## config.mk

```make
export PLATFORM = sky130hd
export DESIGN_NAME = bcd_counter_scan
export DESIGN_NICKNAME = d
export VERILOG_FILES = /design/src/rtl/bcd_counter_scan.sv
export SDC_FILE = /design/constraint.sdc
export NUM_CORES = 1
export LEC_CHECK = 0
export ABC_AREA = 0
export CAP_MARGIN = 20
export CORE_MARGIN = 2
export CORE_UTILIZATION = 48
export CTS_CLUSTER_SIZE = 24
export DETAILED_ROUTE_END_ITERATION = 7
export PLACE_DENSITY = 0.86
export REMOVE_ABC_BUFFERS = 1
export SETUP_SLACK_MARGIN = 0.4
export SLEW_MARGIN = 20
export SYNTH_ARGS = -nofsm -noshare
export SYNTH_HDL_FRONTEND = slang
export SYNTH_SLANG_ARGS = --single-unit
export TNS_END_PERCENT = 5
```

## constraint.sdc

```tcl
create_clock -name clk -period 1.9 [get_ports clk]
set_clock_uncertainty 0.05 [all_clocks]
set_input_delay 0.19 -clock clk [delete_from_list [all_inputs] [get_ports clk]]
set_output_delay 0.19 -clock clk [all_outputs]
set_load 0.02 [all_outputs]
```

## src/rtl/bcd_counter_scan.sv

```systemverilog
// Multi-digit BCD up/down counter with prescaled tick, load clamping, terminal-count
// pulse and a time-multiplexed active-low seven-segment scan driver.
module bcd_counter_scan #(
    parameter int DIGITS   = 4,
    parameter int PRESCALE = 2,
    parameter int SCAN_DIV = 1024
) (
    input  logic                  clk,
    input  logic                  reset,
    input  logic                  res,
    input  logic                  ena,
    input  logic                  rev,
    input  logic                  load,
    input  logic [4*DIGITS-1:0]   d,
    output logic [4*DIGITS-1:0]   q,
    output logic                  tc,
    output logic [6:0]            hex,
    output logic [DIGITS-1:0]     an
);

    localparam int PW = (PRESCALE > 1) ? $clog2(PRESCALE) : 1;
    localparam int SW = (SCAN_DIV > 1) ? $clog2(SCAN_DIV) : 1;
    localparam int IW = (DIGITS > 1) ? $clog2(DIGITS) : 1;
    localparam logic [PW-1:0] PRE_LAST  = PW'(PRESCALE - 1);
    localparam logic [SW-1:0] SCAN_LAST = SW'(SCAN_DIV - 1);
    localparam logic [IW-1:0] IDX_LAST  = IW'(DIGITS - 1);

    logic [PW-1:0]       pre_cnt;
    logic                tick;
    logic [4*DIGITS-1:0] q_inc;
    logic [4*DIGITS-1:0] q_dec;
    logic [4*DIGITS-1:0] d_clamp;
    logic                all_nine;
    logic                all_zero;
    logic [SW-1:0]       scan_cnt;
    logic [IW-1:0]       scan_idx;

    function automatic logic [6:0] seg7(input logic [3:0] v);
        case (v)
            4'd0:    seg7 = 7'b1000000;
            4'd1:    seg7 = 7'b1111001;
            4'd2:    seg7 = 7'b0100100;
            4'd3:    seg7 = 7'b0110000;
            4'd4:    seg7 = 7'b0011001;
            4'd5:    seg7 = 7'b0010010;
            4'd6:    seg7 = 7'b0000010;
            4'd7:    seg7 = 7'b1111000;
            4'd8:    seg7 = 7'b0000000;
            4'd9:    seg7 = 7'b0010000;
            default: seg7 = 7'b1111111;
        endcase
    endfunction

    assign tick = (pre_cnt == PRE_LAST);

    // Ripple carry/borrow across digits; all_nine/all_zero flag the wrap cases.
    always_comb begin
        logic       carry;
        logic       borrow;
        logic [3:0] digit;
        q_inc    = q;
        q_dec    = q;
        d_clamp  = d;
        all_nine = 1'b1;
        all_zero = 1'b1;
        carry    = 1'b1;
        borrow   = 1'b1;
        digit    = '0;
        for (int i = 0; i < DIGITS; i++) begin
            digit = q[4*i +: 4];
            if (digit != 4'd9) all_nine = 1'b0;
            if (digit != 4'd0) all_zero = 1'b0;
            if (carry) begin
                if (digit >= 4'd9) begin
                    q_inc[4*i +: 4] = 4'd0;
                end else begin
                    q_inc[4*i +: 4] = digit + 4'd1;
                    carry = 1'b0;
                end
            end
            if (borrow) begin
                if (digit == 4'd0) begin
                    q_dec[4*i +: 4] = 4'd9;
                end else begin
                    q_dec[4*i +: 4] = digit - 4'd1;
                    borrow = 1'b0;
                end
            end
            if (d[4*i +: 4] > 4'd9) d_clamp[4*i +: 4] = 4'd9;
        end
    end

    always_ff @(posedge clk or negedge reset) begin
        if (!reset) begin
            q       <= '0;
            pre_cnt <= '0;
            tc      <= 1'b0;
        end else if (res) begin
            q       <= '0;
            pre_cnt <= '0;
            tc      <= 1'b0;
        end else begin
            pre_cnt <= tick ? '0 : pre_cnt + 1'b1;
            tc      <= 1'b0;
            if (tick) begin
                if (load) begin
                    q <= d_clamp;
                end else if (ena) begin
                    if (!rev) begin
                        q  <= q_inc;
                        tc <= all_nine;
                    end else begin
                        q  <= q_dec;
                        tc <= all_zero;
                    end
                end
            end
        end
    end

    // Scan outputs follow the index with one cycle of latency; res does not touch the scan.
    always_ff @(posedge clk or negedge reset) begin
        if (!reset) begin
            scan_cnt <= '0;
            scan_idx <= '0;
            an       <= ~DIGITS'(1);
            hex      <= 7'b1000000;
        end else begin
            if (scan_cnt == SCAN_LAST) begin
                scan_cnt <= '0;
                scan_idx <= (scan_idx == IDX_LAST) ? '0 : scan_idx + 1'b1;
            end else begin
                scan_cnt <= scan_cnt + 1'b1;
            end
            an  <= ~(DIGITS'(1) << scan_idx);
            hex <= seg7(q[4*scan_idx +: 4]);
        end
    end

endmodule

```

# ---- Word level (Yosys, flattened, before mapping)
# Memories as Yosys holds them, arrays and structs flattened. A register that Yosys moved wholly into a read port is not among the register bits.
# Index checks and enable logic that the tools add are counted.
dict set report classes {
  addsub 11
  magnitude_cmp 8
  n_eq_ne 9
  shifts 2
  n_mux 50
  bitwise_logic 1
  n_reduce_logical 18
}
# op n
set ops {}
lappend ops {{$mux W16} 5}
lappend ops {{$mux W4} 18}
lappend ops {{$reduce_bool A4 Y1} 7}
lappend ops {{$mux W1} 25}
lappend ops {{$add A4 B1 Y4 const B} 4}
lappend ops {{$ge A4 B4 Y1 const B} 4}
lappend ops {{$gt A4 B4 Y1 const B} 4}
lappend ops {{$logic_not A4 Y1} 4}
lappend ops {{$ne A4 B4 Y1 const B} 4}
lappend ops {{$shiftx A16 B5 Y4} 1}
lappend ops {{$sub A4 B1 Y4 const B} 4}
lappend ops {{$ne A4 B2 Y1 const B} 3}
lappend ops {{$reduce_and A4 Y1} 3}
lappend ops {{$add A10 B1 Y10 const B} 1}
lappend ops {{$eq A10 B10 Y1 const B} 1}
lappend ops {{$mux W10} 1}
lappend ops {{$not A4 Y4} 1}
lappend ops {{$shl A1 B2 Y4 const A} 1}
lappend ops {{$reduce_bool A3 Y1} 1}
lappend ops {{$add A2 B1 Y2 const B} 1}
lappend ops {{$eq A2 B2 Y1 const B} 1}
lappend ops {{$mux W2} 1}
lappend ops {{$reduce_and A2 Y1} 1}
lappend ops {{$reduce_bool A2 Y1} 1}
lappend ops {{2 further kinds} 2}
dict set report word_totals {
  ff_bits 34
  rom_bits 112
  inputBits 22
  output_inout_bits 28
  wordCells 109
  n_memories 1
}
# memory words width read_ports rd_clocked_by_memory_dff write_ports line
set memory_table {}
lappend memory_table {{(no name shown)} 16 7 1 1 0 39} ;# case (v)

# ---- Depth between registers and ports, before layout
dict set report depth {
  word_depth 10
  depth_mapped 8
  mapped_depth_nobuf 7
}

# ---- Least setup slack after synthesis
# OpenSTA, ideal clock, no wires.
dict set report synth_path {
  path_type {flip-flop to flip-flop}
  from {register q[0]}
  to {register q[4]}
  setup_ns 0.139
  arrival_ns 2.036
  required_time_ns 1.711
  path_slack_ns -0.325
  path_stages_with_launch 9
  path_buffers 1
  synth_period_minus_slack_ns 2.225
  path_cell_list {dfrtp_1 inv_1 ha_1 or3b_1 a311o_1 and2_4 buf_6 o311ai_0 o31ai_1}
}
dict set report synth_via {
  elab_chain_len 4
  word_cells_on_any_way 7
  classes_between {order compare: 1; eq/ne: 1; mux: 2; reduce/logical: 3}
}
# element line
set synth_lines {}
lappend synth_lines {{start: declaration} 15} ;# output logic [4*DIGITS-1:0] q,
lappend synth_lines {{start signal: assignment} 107} ;# q <= d_clamp;
lappend synth_lines {{start signal: assignment} 110} ;# q <= q_inc;
lappend synth_lines {{start signal: assignment} 113} ;# q <= q_dec;
lappend synth_lines {{$ge A4 B4 Y1 / $logic_not A4 Y1 (equally long branches)} {74, 82}}
lappend synth_lines {{$mux W1, on equally long branches} {74, 82}}
lappend synth_lines {{$reduce_bool A4 Y1 (no source line) / $ne A4 B2 Y1 (equally long branches)} -}
lappend synth_lines {{$reduce_and A4 Y1 (no source line) *} -}
# Every way passes the cells marked *; elsewhere a longest branch is shown, timed or not.
# A chain may end at the register's enable or synchronous reset.

# ---- Final worst setup path
dict set report layout_path {
  from {register q[4]}
  to {register q[5]}
}
dict set report layout_via {
  elab_chain_len 8
  word_cells_on_any_way 13
  classes_between {add/sub: 2; order compare: 1; mux: 9; reduce/logical: 1}
}
# element line
set layout_lines {}
lappend layout_lines {{$add A4 B1 Y4, or another cell as far along} 77} ;# q_inc[4*i +: 4] = digit + 4'd1;
lappend layout_lines {{$mux W4, on equally long branches} {74, 82}}
lappend layout_lines {{$mux W4, on equally long branches} {73, 81}}
lappend layout_lines {{$mux W16 *} 109} ;# if (!rev) begin
lappend layout_lines {{$mux W16 *} 108} ;# end else if (ena) begin
lappend layout_lines {{$mux W16 *} 106} ;# if (load) begin
lappend layout_lines {{$mux W16 *} 105} ;# if (tick) begin
lappend layout_lines {{$mux W16 *} 98} ;# end else if (res) begin
# Every way passes the cells marked *; elsewhere a longest branch is shown, timed or not. The select of a mux whose other input is x is not followed.

==> flow_metrics.py <==
metrics = {
    "cells_and_area": {
        "finalNonFillerCells": 494,
        "final_nets": 463,
        "design_area_um2": 4240,
        "multi_input_area_um2": 1910,
        "n_antenna_cell": 0,
        "drive_gt1_frac": 0.337,
        "regArea_um2": 1040,
        "area_growth_pct": 46.8,
        "nFillCells": 415,
    },
    "global_routing": {
        "grt_first_pass_wirelength_um": 13800,
        "grt_use_total": 0.271,
        "grt_pass1_vias": 2954,
        "grt_max_degree": 42,
        "antenna_found_initial": 0,
        "grt_overflow": 0,
    },
    "floorplanning": {
        "die_h_um": 81.5,
        "fp.dieW_um": 81.5,
        "rows": 28,
        "coreArea_um2": 5850,
        "dieArea_um2": 6650,
        "ios": 50,
        "start_util": 0.493,
    },
    "sta": {
        "setup_tns_ps": -635,
        "hold_ws_ps": 434,
        "hold_viol_final": 0,
        "finalSetupViolCount": 10,
        "fmax_mhz": 500,
        "layout_setup_ws_ps": -99.4,
        "worst_pin_slew_ps": 531,
        "rsz0062_at_grt": "true",
        "slew_headroom": 0.646,
        "final_max_slew_viol_count": 0,
        "period_needed_ps": 2000,
        "period_share": 1.05,
    },
    "setup_path": {
        "reg2reg_to": "q[5]$_DFFE_PN0P_",
        "path_max_fanout": 4,
        "crit-reg2reg-launch": "q[4]$_DFFE_PN0P_",
        "arrival_ps": 2170,
        "end_kind": "flop",
        "cp-start-kind": "flop",
        "reg2reg_slack_ps": -100,
        "required_ps": 2070,
        "path_class": "flop to flop",
        "rr_worst_depth": 8,
    },
    "worst_hold_path": {
        "worstHoldPathType": "primary input to asynchronous set/reset pin",
    },
    "clock_tree": {
        "clock_latency_ps": 310,
        "clk_pin_slew_ps": 90,
        "cts_sinks": 41,
        "cts_made_buffers": 5,
        "cts_tree": "yes",
        "clockBufferDepth": 2,
        "htreeDepth": 2,
        "root_buffer": "clkbuf_8",
    },
    "detailed_routing": {
        "antenna_left": 0,
        "wl_um": 8570,
        "drt_iter0_markers": 205,
        "drc": 0,
        "firstDrtPassIters": 5,
        "viasPerCell": 5.84,
        "num_vias": 2885,
        "wl_per_cell_um": 17.3,
    },
    "placed_design": {
        "place_hpwl_um": 5940,
        "globalplace.congestion": 0.900,
        "dp.cells": 478,
        "post-place-ws_ps": -256,
        "post_dp_cell_area_um2": 3800,
        "portBuffers": 49,
    },
    "synthesis": {
        "synth_most_common_cell": "dfrtp_1",
        "ys_seq_elements": 41,
        "synthCells": 313,
        "synth_ff_type": "dfrtp_1",
        "synth_top_area_frac": 0.321,
        "synthTopCellsByCount": "37 x dfrtp_1, 31 x inv_1, 28 x nor2_1",
        "synth.distinct_cells": 60,
        "netlist_area_um2": 2890,
        "synth_top_area_cell": "dfrtp_1",
        "synth-async-reset-ratio": 1.00,
        "syn_area_per_cell_um2": 9.22,
        "yosysWarnings": 0,
        "ys_top_cells_by_area": "dfrtp_1 32%, ha_1 10%, inv_1 4.0%",
        "synth_edf_count": 0,
        "ys_seq_area_frac": 0.357,
    },
    "power": {
        "powerDensity_nw_per_um2": 651,
        "peakVddDrop_v": 0.000406,
        "leakage_uw": 0.00192,
    },
    "flow_run": {
        "maxCapViolations": 0,
    },
    "run_status": {
        "status": "complete, but fails checks",
        "violations": "negative setup slack",
    },
}
[how the worst max path moves through the flow]
stage | from | slack, ps | depth (start not counted) | endpoint
after floorplan | q[4]$_DFFE_PN0P_ | -260 | 7 | q[13]$_DFFE_PN0P_
after global placement | q[4]$_DFFE_PN0P_ | -130 | 8 | q[14]$_DFFE_PN0P_
after detailed placement | q[4]$_DFFE_PN0P_ | -260 | 8 | q[13]$_DFFE_PN0P_
after CTS | q[0]$_DFFE_PN0P_ | -70 | 8 | q[13]$_DFFE_PN0P_
after global routing | q[9]$_DFFE_PN0P_ | -240 | 8 | q[12]$_DFFE_PN0P_
final | q[4]$_DFFE_PN0P_ | -100 | 8 | q[5]$_DFFE_PN0P_
[metrics by stage]
step                      power [uW]   util
after global routing            2880  0.724
after floorplan                 1380      -
after CTS                       2720  0.709
final                           2760  0.724
after detailed placement        1790  0.649
after global placement          1770  0.649
[critical path, stage by stage (launching register included)]
cell	delay [ps]
dfrtp_1	420
inv_2	100
ha_4	140
or3b_4	390
buf_4	150
a211o_1	260
a21oi_2	120
a31oi_1	50
a211oi_1	230
[cell type report]
class / count / share of cell area
Clock buffer: 5 / 0.0162
Sequential cell: 41 / 0.244
Timing Repair Buffer: 111 / 0.222
Clock inverter: 3 / 0.0162
Multi-Input combinational cell: 228 / 0.450
Tap cell: 75 / 0.0221
Inverter: 31 / 0.0289
[repair_timing]
action,4_1_cts,5_1_grt
resized for setup,77,38
buffers inserted,5,2
hold buffers,1,0
endpoints found under the setup margin,51,44
pin swaps,20,20
hold endpoints to repair,37,0
[cells by family (layout without fill, tap and decap cells)]
| family | Yosys count | after routing | share of synthesized area |
|---|---|---|---|
| AO/OA/AOI/OAI | 87 | 87 | 0.208 |
| buffers and inverters | 44 | 150 | 0.0650 |
| XOR/XNOR | 11 | 11 | 0.0334 |
| AND/OR/NAND/NOR | 94 | 94 | 0.173 |
| adder cells (fa/ha/maj) | 23 | 23 | 0.0997 |
| flip-flops | 41 | 41 | 0.357 |
| multiplexers | 13 | 13 | 0.0637 |
[cell usage in the layout (no fill, tap or decap), drive strengths merged, types with 5 or more instances in the layout]
cell type and n:
xnor2 5, nand3 11, inv 31, mux2i 6, dfrtp 37, o21ai 17, clkdlybuf4s50 23, nand2b 5
buf 64, xor2 6, a22oi 5, dlygate4sd2 13, ha 23, dlymetal6s2s 6, a21oi 21, o311ai 5
a311oi 5, nand2 14, o211ai 5, nor2 28, nor3 8, clkbuf 8
[state kept, by name, summed over array words and instances, names as in the netlist]
| signal | flops |
|---|---|
| an | 4 |
| hex | 7 |
| pre_cnt | 1 |
| q | 16 |
| scan_cnt | 10 |
| scan_idx | 2 |
| tc | 1 |
[routing by layer]
metal  share of wire  vias to the layer above  global-route usage
li1                -                     1348                   -
met3           0.066                       25              0.0549
met5               0                        -                   0
met2            0.51                      130               0.480
met4           0.030                        0               0.125
met1            0.39                     1382               0.312
[power breakdown]
group | internal [uW] | switching, uW
registers | 926 | 46.2
clock network | 529 | 345
logic | 435 | 476
total | 1890 | 867
(Power assumes the default switching activity.)
